==> src/rtl/serial_deserializer_32bit_pkg.sv <==
// Shared types and constants for the serial deserializer.
// Holds the word width default, bit counter width and buffer state enum.
package serial_deserializer_32bit_pkg;

    localparam int WORD_W  = 32;
    localparam int COUNT_W = 6;

    typedef enum logic {
        BUF_EMPTY = 1'b0,
        BUF_FULL  = 1'b1
    } buf_state_t;

endpackage

==> src/rtl/serial_deserializer_32bit_word_buffer_1entry.sv <==
// One-entry valid/ready output buffer with sticky overrun flag.
// Ports: clk, reset (sync, active-low), load_word/load from the collector,
// word_ready from downstream; word_out, word_valid, overrun toward downstream.
module word_buffer_1entry
    import serial_deserializer_32bit_pkg::*;
#(
    parameter int WIDTH = WORD_W
) (
    input  logic             clk,
    input  logic             reset,
    input  logic [WIDTH-1:0] load_word,
    input  logic             load,
    input  logic             word_ready,
    output logic [WIDTH-1:0] word_out,
    output logic             word_valid,
    output logic             overrun
);

    buf_state_t       state;
    buf_state_t       next_state;
    logic             take;
    logic             drop;
    logic [WIDTH-1:0] data;
    logic             ovr;

    always_ff @(posedge clk) begin
        if (!reset) begin
            state <= BUF_EMPTY;
            data  <= '0;
            ovr   <= 1'b0;
        end else begin
            state <= next_state;
            if (take) data <= load_word;
            if (drop) ovr  <= 1'b1;
        end
    end

    // A drain and a completion on the same edge reload without
    // ever passing through EMPTY, so no word is lost.
    always_comb begin
        next_state = state;
        take       = 1'b0;
        drop       = 1'b0;
        unique case (state)
            BUF_EMPTY: begin
                if (load) begin
                    next_state = BUF_FULL;
                    take       = 1'b1;
                end
            end
            BUF_FULL: begin
                if (word_ready) begin
                    if (load) take = 1'b1;
                    else next_state = BUF_EMPTY;
                end else if (load) begin
                    drop = 1'b1;
                end
            end
            default: next_state = BUF_EMPTY;
        endcase
    end

    assign word_out   = data;
    assign word_valid = (state == BUF_FULL);
    assign overrun    = ovr;

endmodule

==> src/rtl/serial_deserializer_32bit.sv <==
// Bit-serial to word deserializer feeding a one-entry output buffer.
// Ports: clk, reset (sync, active-low), sin/sin_valid in, word_out/word_valid
// with word_ready handshake, bit_count of the partial word, sticky overrun.
module serial_deserializer_32bit
    import serial_deserializer_32bit_pkg::*;
#(
    parameter int WIDTH     = WORD_W,
    parameter bit LSB_FIRST = 1'b1
) (
    input  logic               clk,
    input  logic               reset,
    input  logic               sin,
    input  logic               sin_valid,
    output logic [WIDTH-1:0]   word_out,
    output logic               word_valid,
    input  logic               word_ready,
    output logic [COUNT_W-1:0] bit_count,
    output logic               overrun
);

    localparam logic [COUNT_W-1:0] LAST = COUNT_W'(WIDTH - 1);

    logic [WIDTH-1:0]   shreg;
    logic [WIDTH-1:0]   shifted;
    logic [COUNT_W-1:0] count;
    logic               complete;

    // The completed word includes the bit arriving on this edge,
    // so the buffer loads from the shifted value, not from shreg.
    always_comb begin
        shifted = shreg;
        if (LSB_FIRST) shifted = {sin, shreg[WIDTH-1:1]};
        else shifted = {shreg[WIDTH-2:0], sin};
    end

    assign complete = sin_valid && (count == LAST);

    always_ff @(posedge clk) begin
        if (!reset) begin
            shreg <= '0;
            count <= '0;
        end else if (sin_valid) begin
            shreg <= shifted;
            count <= complete ? '0 : count + COUNT_W'(1);
        end
    end

    word_buffer_1entry #(
        .WIDTH(WIDTH)
    ) u_buf (
        .clk       (clk),
        .reset     (reset),
        .load_word (shifted),
        .load      (complete),
        .word_ready(word_ready),
        .word_out  (word_out),
        .word_valid(word_valid),
        .overrun   (overrun)
    );

    assign bit_count = count;

endmodule
==> config.mk <==
export PLATFORM = sky130hd
export DESIGN_NAME = serial_deserializer_32bit
export DESIGN_NICKNAME = d
export VERILOG_FILES = /design/src/rtl/serial_deserializer_32bit_pkg.sv /design/src/rtl/serial_deserializer_32bit_word_buffer_1entry.sv /design/src/rtl/serial_deserializer_32bit.sv
export SDC_FILE = /design/constraint.sdc
export NUM_CORES = 1
export LEC_CHECK = 0
export BUFFER_PORTS_ARGS = -buffer_cell sky130_fd_sc_hd__clkbuf_2
export CAP_MARGIN = 10
export CELL_PAD_IN_SITES_DETAIL_PLACEMENT = 1
export CELL_PAD_IN_SITES_GLOBAL_PLACEMENT = 2
export CORE_MARGIN = 1
export CORE_UTILIZATION = 35
export DETAILED_ROUTE_END_ITERATION = 10
export PLACE_DENSITY = 0.75
export REMOVE_ABC_BUFFERS = 1
export SYNTH_ARGS = -nofsm -noshare
export SYNTH_HDL_FRONTEND = slang
export SYNTH_SLANG_ARGS = --single-unit
==> constraint.sdc <==
create_clock -name clk -period 1.8 [get_ports clk]
set_input_delay 0.18 -clock clk [delete_from_list [all_inputs] [get_ports clk]]
set_output_delay 0.18 -clock clk [all_outputs]
set_load 0.05 [all_outputs]
==> results.py, run 1 <==
metrics = {
    "routing": {
        "vias": 1926,
        "detail_route.vias_per_cell": 4.52,
        "ant_nets": 0,
        "drt_pass1_iterations": 4,
        "wirelength_um": 5480,
        "wl_per_cell_um": 12.9,
        "drt_iter0_drc": 63,
        "drc_errors": 0,
    },
    "flow_run": {
        "maxCapViolations": 0,
    },
    "power": {
        "pwr-share-comb": 0.042,
        "clockPowerShare": 0.399,
        "p_int_mw": 2.19,
        "swShare": 0.228,
        "total_power_mw": 2.83,
        "p_switching_uw": 645,
        "seqPwrFrac": 0.559,
        "leakage_nw": 1.27,
        "peakVddDrop_mv": 0.325,
        "p_per_area_nw_per_um2": 854,
    },
    "synthesis": {
        "avgSynthCellArea_um2": 10.1,
        "syn_area_um2": 2790,
        "synth_top_area_frac": 0.509,
        "synth_edf_count": 0,
        "synth_cells": 275,
        "synth-seq-cells": 71,
        "synthArstFlopShare": 0,
        "synth_ff_type": "dfxtp_1",
        "yosys-top-cells-area": "dfxtp_1, mux2i_1, nand2_1, nor2b_1, clkbuf_1",
        "seq_area_frac_synth": 0.509,
        "yosys_warnings": 0,
        "ys_top_cells_by_count": "dfxtp_1, nand2_1, mux2i_1",
        "yosysMostFrequentCell": "dfxtp_1",
        "synth_top_cell_by_area": "dfxtp_1",
        "ys_types": 23,
    },
    "timing": {
        "worstMarginPinSlew_ns": 0.414,
        "min_period_ns": 1.71,
        "fin_crit_sh": 0.949,
        "slew_headroom": 0.724,
        "rsz0062_at_grt": "no",
        "finalClockSkew_ns": 0.00676,
        "fin_hold_ws_ns": 0.0946,
        "setup_tns_ns": 0,
        "drv_slew": 0,
        "finalHoldViolations": 0,
        "fmax_ghz": 0.585,
        "finalSetupViolCount": 0,
        "fin_ws_ns": 0.0910,
    },
    "setup_path": {
        "critPathKind": "register to register",
        "cpLargestDelayFamily": "simple AND/OR/NAND/NOR gates",
        "start_kind": "register",
        "crit_fanout": 16,
        "cp-end-kind": "register",
        "required_ns": 2.06,
        "r2r_setup_slack_ns": 0.09,
        "cp_cell_sequence": "ha_2, nand3_2, nor4_4, buf_4, buf_12, mux2i_1",
        "cpPeakStageDelay_ns": 0.39,
        "critical_path_arrival_ns": 1.97,
        "crit_buf_inv": 2,
        "crit_path_top_delay_cell": "dfxtp_1",
    },
    "clock_tree": {
        "clock_sinks": 71,
        "clockBufferDepth": 2,
        "cts_tree": "done",
        "clk_latency_ns": 0.33,
        "cts_root_buf": "clkbuf_8",
        "h-tree-depth": 3,
        "clk_pin_slew_ns": 0.07,
        "cts_hold_buf": 0,
        "cts_buffers": 9,
    },
    "placed_design": {
        "dp_hpwl_um": 3110,
        "dp_slack_ns": 0.137,
        "dp.cells": 407,
        "port_buffers": 44,
        "placed_cell_area_um2": 3100,
        "gp_congestion": 0.646,
    },
    "grt": {
        "grt_max_degree": 106,
        "grt_pass1_vias": 1888,
        "antenna_found_initial": 0,
        "grt-ovfl-total": 0,
        "grtUsageTotal": 0.132,
        "grt_pass1_wl_um": 8890,
    },
    "floorplanning": {
        "num_rows": 32,
        "die_x_um": 91.3,
        "core_um2": 7730,
        "num_io_pins": 45,
        "die_h_um": 91.3,
        "initial_utilization": 0.361,
        "dieArea_um2": 8330,
    },
    "layout": {
        "area_delta_synth_final_pct": 18.9,
        "nets": 325,
        "fin_util": 0.429,
        "final_layout_size_suffix_gt1_frac": 0.216,
        "fillers": 892,
        "stdcell_count": 426,
        "num_antenna_cells": 0,
        "final_cell_area_um2": 3320,
    },
    "outcome": {
        "status": "finished clean",
    },
    "hold_path": {
        "min_path_type": "input port to register",
    },
}
==> power by group through the flow <==
stage / Combinational, mW / Clock, mW / Sequential (mW)
after floorplan: 0.0358 / 0 / 1.63
after CTS: 0.122 / 1.19 / 1.58
after detailed placement: 0.122 / 0 / 1.62
after global routing: 0.129 / 1.26 / 1.58
final: 0.120 / 1.13 / 1.58
after global placement: 0.121 / 0 / 1.62
==> metal layers <==
metal | part of all wire | up-vias | track usage
li1 | - | 990 | -
met1 | 0.50 | 905 | 0.175
met2 | 0.46 | 25 | 0.206
met3 | 0.022 | 6 | 0.0260
met4 | 0.011 | 0 | 0.0635
met5 | 0 | - | 0
==> layout by cell type (no fill, tap or decap), drive strengths merged <==
cell type,instances
dfxtp,71
o21ai,3
or4b,1
and3,1
nor3,1
clkinv,4
nor4,1
and2,2
or3,1
buf,7
nand2,68
nor2b,33
ha,1
clkbuf,56
a21boi,1
xnor2,3
mux2i,64
o21a,1
nand4,2
nand3b,2
nand3,1
==> what timing repair did <==
| item | CTS | global route |
|---|---|---|
| gates resized for setup | 0 | 4 |
| endpoints found under the setup margin | 0 | 3 |
| setup buffers | 0 | 1 |
==> cell families (layout without fill, tap and decap cells) <==
logic type	after synthesis	count (layout)	share of synthesized area
AO/OA/AOI/OAI	5	5	0.0108
XOR/XNOR	3	3	0.00942
adder cells (fa/ha/maj)	1	1	0.00448
buffers and inverters	18	67	0.0350
flip-flops	71	71	0.509
multiplexers	64	64	0.230
AND/OR/NAND/NOR	113	113	0.201
==> state kept, by name, summed over array words and instances (netlist names) <==
| name | flops |
|---|---|
| u_buf.word_out | 32 |
| shreg | 31 |
| bit_count | 6 |
| u_buf.overrun | 1 |
| u_buf.word_valid | 1 |
==> area by class of cell <==
class,instances,area [um2],area share
tap,102,128,0.0385
timing repair buffer,51,319,0.0962
clock inverter,4,20.0,0.00604
multi-input combinational,186,1270,0.384
clock buffer,12,155,0.0468
sequential,71,1420,0.429
==> path summary, 6_finish.rpt <==
path	from	endpoint	cells after the start
hold reg to reg	u_buf.overrun	u_buf.overrun	2
setup reg to reg	bit_count[0]	u_buf.word_out[19]	6
setup / recovery	bit_count[0]	u_buf.word_out[19]	6
hold / removal	sin	u_buf.word_out[31]	3
==> worst reg2reg max path, stage by stage, from the launching register on <==
cell and delay (ns):
dfxtp_1 0.39, ha_2 0.23, nand3_2 0.13, nor4_4 0.30, buf_4 0.20, buf_12 0.18, mux2i_1 0.20
Note: power is estimated with default switching activity, not from simulation.
==> run 2, diff against run 1 <==
CORE_UTILIZATION = 38   (was 35)
PLACE_DENSITY = 0.81   (was 0.75)
clock period = 2.09 ns   (was 1.8 ns; I/O delays follow)
==> run 2 against run 1 <==
Net effect: clock power about the same; setup slack better by 0.26 ns; critical path type unchanged; wire length down 5.6%; flip-flop and latch count unchanged; critical path depth down 1; fmax down 1.6%; worst hold slack better by 0.018 ns.
==> results.py, run 2 (synthesis results as in run 1) <==
metrics = {
    "outcome": {
        "status": "finished clean",
    },
    "hold_path": {
        "min_path_type": "input port to register",
    },
    "timing": {
        "fin_crit_sh": 0.831,
        "finalClockSkew_ns": 0.00868,
        "drv_slew": 0,
        "fin_ws_ns": 0.354,
        "finalSetupViolCount": 0,
        "rsz0062_at_grt": "no",
        "finalHoldViolations": 0,
        "slew_headroom": 0.611,
        "fmax_ghz": 0.576,
        "worstMarginPinSlew_ns": 0.583,
        "min_period_ns": 1.74,
        "fin_hold_ws_ns": 0.113,
        "setup_tns_ns": 0,
    },
    "layout": {
        "num_antenna_cells": 0,
        "fin_util": 0.478,
        "largest_reg_flops": 32,
        "stdcell_count": 420,
        "nets": 325,
        "final_cell_area_um2": 3320,
        "layout.cells.most_common": "dfxtp_1",
        "final_cell_mix": "dfxtp_1, nand2_1, mux2i_1, clkbuf_2, nor2b_1",
        "final_layout_size_suffix_gt1_frac": 0.213,
        "area_delta_synth_final_pct": 19.0,
    },
    "power": {
        "clockPowerShare": 0.437,
        "swShare": 0.217,
        "peakVddDrop_mv": 0.324,
        "p_per_area_nw_per_um2": 786,
        "leakage_nw": 1.28,
        "pwr-share-comb": 0.041,
        "p_switching_uw": 565,
        "total_power_mw": 2.61,
        "seqPwrFrac": 0.522,
        "p_int_mw": 2.04,
    },
    "setup_path": {
        "critical_path_arrival_ns": 2.00,
        "required_ns": 2.35,
        "crit_fanout": 32,
        "start_kind": "register",
        "critPathKind": "register to register",
        "cp-end-kind": "register",
    },
    "floorplanning": {
        "core_um2": 6940,
        "die_x_um": 87.7,
        "num_io_pins": 45,
        "die_h_um": 87.7,
        "initial_utilization": 0.402,
        "dieArea_um2": 7690,
        "num_rows": 30,
    },
    "clock_tree": {
        "cts_hold_buf": 0,
        "cts_buffers": 9,
        "clockBufferDepth": 2,
        "post_cts_buffers": 0,
        "cts_root_buf": "clkbuf_8",
        "clock_sinks": 71,
        "h-tree-depth": 3,
        "clk_latency_ns": 0.34,
        "cts_tree": "done",
        "cts_resized": 0,
        "clk_pin_slew_ns": 0.07,
    },
    "grt": {
        "grt_pass1_wl_um": 8890,
        "grt_pass1_vias": 1919,
        "antenna_found_initial": 0,
        "grtUsageTotal": 0.154,
        "grt_max_degree": 43,
        "grt-ovfl-total": 0,
    },
    "routing": {
        "ant_nets": 0,
        "wl_met3_um": 137,
        "wirelength_um": 5180,
        "drt_iter0_drc": 31,
        "wl_per_cell_um": 12.3,
        "drt-met1-wl_um": 2520,
        "drt_pass1_iterations": 4,
        "drc_errors": 0,
        "highest_layer": "met4",
        "wl_met2_um": 2400,
        "vias": 1938,
        "detail_route.vias_per_cell": 4.61,
    },
    "placed_design": {
        "dp_slack_ns": 0.369,
        "dp.cells": 404,
        "dp_hpwl_um": 3450,
        "port_buffers": 44,
        "gp_congestion": 0.673,
        "placed_cell_area_um2": 3110,
    },
    "flow_run": {
        "maxCapViolations": 0,
    },
}
-- run 2: cell types whose count changed in the layout (fill, tap and decap cells not counted), sizes merged --
cell / before / now
clkinv: 4 / 2
buf: 7 / 8
bufinv: 0 / 1
-- run 2: critical path: stages, from the launching register on --
cell     delay, ns
dfxtp_1       0.39
ha_1          0.24
nand3_2       0.14
nor4_4        0.34
buf_12        0.28
mux2i_1       0.24
-- run 2: cell type report --
class                   instances  area, um2
clock buffers                  13        169
clock inverters                 3       40.0
fillers                       823       3620
multi-input cells             186       1270
flip-flops and latches         71       1420
well taps                      96        120
repair buffers                 51        298
-- run 2: final timing paths --
check | to | slack (ns) | startpoint | depth (start not counted)
min | u_buf.word_out[31] | 0.11 | sin | 3
min reg2reg | u_buf.word_out[13] | 0.46 | u_buf.word_out[13] | 2
max | u_buf.word_out[3] | 0.35 | bit_count[0] | 5
max reg2reg | u_buf.word_out[3] | 0.35 | bit_count[0] | 5
-- run 2: power groups by stage --
| stage | logic [mW] | registers [mW] | clock network, mW |
|---|---|---|---|
| final | 0.107 | 1.36 | 1.14 |
| after global routing | 0.116 | 1.36 | 1.25 |
| after CTS | 0.109 | 1.36 | 1.19 |
| after detailed placement | 0.109 | 1.40 | 0 |
| after global placement | 0.108 | 1.39 | 0 |
| after floorplan | 0.0309 | 1.41 | 0 |
-- run 2: layer usage --
metal  track usage  vias up
met1         0.182      911
met3        0.0443        7
li1              -      989
met4        0.0984        0
met5             0        -
met2         0.244       31
==> run 3, diff against run 2 <==
ABC_AREA = 1   (was default)
CORE_UTILIZATION = 31   (was 38)
PLACE_DENSITY = 0.75   (was 0.81)
clock period = 1.7 ns   (was 2.09 ns; I/O delays follow)
==> run 3 against run 2 <==
Net effect: flip-flop and latch count unchanged; clock-buffer cell count unchanged; fmax up 21%; sequential power up 28%; wire length up 30%; global-route usage down 0.41 points; highest routed layer unchanged.
==> results.py, run 3 <==
metrics = {
    "clock_tree": {
        "cts_tree": "done",
        "cts_buffers": 9,
        "post_cts_buffers": 0,
        "cts_hold_buf": 0,
        "cts_resized": 0,
        "h-tree-depth": 3,
        "clk_pin_slew_ns": 0.08,
        "clockBufferDepth": 2,
        "cts_root_buf": "clkbuf_8",
        "clk_latency_ns": 0.34,
        "clock_sinks": 71,
    },
    "grt": {
        "grt_max_degree": 53,
        "grtUsageTotal": 0.150,
        "grt_pass1_wl_um": 11900,
        "antenna_found_initial": 0,
        "grt-ovfl-total": 0,
        "grt_pass1_vias": 2609,
    },
    "layout": {
        "fin_util": 0.383,
        "layout.cells.most_common": "inv_1",
        "nets": 469,
        "num_antenna_cells": 0,
        "area_delta_synth_final_pct": 19.4,
        "largest_reg_flops": 32,
        "final_cell_mix": "inv_1, nand2_1, dfxtp_1, clkbuf_2",
        "final_cell_area_um2": 3560,
        "final_layout_size_suffix_gt1_frac": 0.160,
    },
    "synthesis": {
        "synth_top_cell_by_area": "dfxtp_1",
        "avgSynthCellArea_um2": 7.04,
        "synth_fa_ha_area_frac": 0.00420,
        "synth_edf_count": 0,
        "yosysMostFrequentCell": "inv_1",
        "yosys-top-cells-area": "dfxtp_1, inv_1, nand2_1, nand4_1, a21oi_1",
        "synth_top_family_by_area": "simple AND/OR/NAND/NOR gates",
        "synth_ff_type": "dfxtp_1",
        "synth_mux_area_frac": 0,
        "yosys_warnings": 0,
        "syn_area_um2": 2980,
        "ys_types": 20,
        "synth_cells": 423,
        "synthArstFlopShare": 0,
        "synth-xor-area-share": 0.00588,
        "ys_top_cells_by_count": "inv_1, nand2_1, dfxtp_1",
        "seq_area_frac_synth": 0.477,
        "synth_compound_area_frac": 0.118,
        "yosys.area_share.simple": 0.221,
        "synth-seq-cells": 71,
        "synth_top_area_frac": 0.477,
    },
    "routing": {
        "drc_errors": 0,
        "detail_route.vias_per_cell": 4.39,
        "drt_iter0_drc": 101,
        "wl_per_cell_um": 11.2,
        "ant_nets": 0,
        "wirelength_um": 6710,
        "vias": 2622,
        "drt_pass1_iterations": 4,
    },
    "power": {
        "seqPwrFrac": 0.521,
        "swShare": 0.230,
        "peakVddDrop_mv": 0.529,
        "clockPowerShare": 0.422,
        "leakage_nw": 1.63,
        "pwr-share-comb": 0.057,
        "p_int_mw": 2.57,
        "p_per_area_nw_per_um2": 938,
        "total_power_mw": 3.34,
        "p_switching_uw": 769,
    },
    "timing": {
        "slew_headroom": 0.704,
        "fmax_ghz": 0.696,
        "finalSetupViolCount": 0,
        "worstMarginPinSlew_ns": 0.444,
        "min_period_ns": 1.44,
        "rsz0062_at_grt": "no",
        "finalHoldViolations": 0,
        "finalClockSkew_ns": 0.0103,
        "fin_crit_sh": 0.845,
        "drv_slew": 0,
    },
    "setup_path": {
        "cp-end-kind": "register",
        "critPathKind": "register to register",
        "start_kind": "register",
        "required_ns": 1.97,
        "critical_path_arrival_ns": 1.71,
        "crit_fanout": 18,
    },
    "placed_design": {
        "dp_hpwl_um": 4510,
        "gp_congestion": 0.713,
        "port_buffers": 44,
        "placed_cell_area_um2": 3350,
    },
    "flow_run": {
        "maxCapViolations": 0,
    },
    "floorplanning": {
        "num_io_pins": 45,
        "die_x_um": 100,
        "dieArea_um2": 10000,
        "core_um2": 9280,
        "num_rows": 35,
        "die_h_um": 100,
        "initial_utilization": 0.321,
    },
    "hold_path": {
        "min_path_type": "input port to register",
    },
    "outcome": {
        "status": "finished clean",
    },
}
[run 3: cell count changes in the layout (fill, tap and decap cells not counted), sizes merged, moves of 4 or more]
| cell | delta |
|---|---|
| nand4 | +31 |
| a21oi | +37 |
| nor2 | +39 |
| mux2i | -64 |
| buf | +4 |
| nor2b | -33 |
| inv | +104 |
| o21ai | +30 |
| nand2 | +5 |
[run 3: path summary, 6_finish.rpt]
path                            slack [ns]  depth (start not counted)            endpoint           from
worst min-delay path                  0.08                          3           shreg[31]            sin
worst max register to register        0.26                          7  u_buf.word_out[18]   bit_count[4]
worst min register to register        0.46                          2       u_buf.overrun  u_buf.overrun
worst max-delay path                  0.26                          7  u_buf.word_out[18]   bit_count[4]
[run 3: worst max-delay path: stages (launching register included)]
cell	delay, ns
dfxtp_1	0.43
inv_2	0.06
nor2_4	0.31
nand3_2	0.13
buf_4	0.23
nand2_1	0.08
inv_1	0.03
nor2_1	0.10
[run 3: power groups by stage]
stage	clock, mW	sequential [mW]	combinational [mW]
5_1_grt	1.54	1.75	0.219
6_report	1.41	1.74	0.189
3_3_place_gp	0	1.78	0.188
4_1_cts	1.47	1.74	0.192
2_1_floorplan	0	1.79	0.0933
3_5_place_dp	0	1.78	0.191
[run 3: cells by family after synthesis]
family,after synthesis
XOR/XNOR,2
buffers and inverters,131
adder cells (fa/ha/maj),1
AO/OA/AOI/OAI,70
flip-flops,71
AND/OR/NAND/NOR,148
[run 3: per-layer routing]
| layer | global-route usage | wire [um] |
|---|---|---|
| met3 | 0.0494 | 261 |
| met4 | 0.0390 | 63 |
| met1 | 0.186 | 3300 |
| met2 | 0.249 | 3080 |
| met5 | 0 | 0 |
[run 3: layout make-up]
class,instances,area [um2]
Clock buffer,13,169
Clock inverter,3,40.0
Fill cell,1196,5730
Inverter,104,390
Multi-Input combinational cell,221,1040
Sequential cell,71,1420
Tap cell,129,161
Timing Repair Buffer,56,335
[run 3: stage by stage]
step / hold slack, ns / setup TNS [ns] / worst slack, ns / instances
2_1_floorplan: 0.259 / -32.09 / -0.932 / 396
3_3_place_gp: 0.426 / 0 / 0.300 / 581
3_5_place_dp: 0.430 / 0 / 0.261 / 581
4_1_cts: 0.0587 / 0 / 0.224 / 597
5_1_grt: 0.111 / 0 / 0.0921 / 597
6_report: 0.0809 / 0 / 0.263 / 597
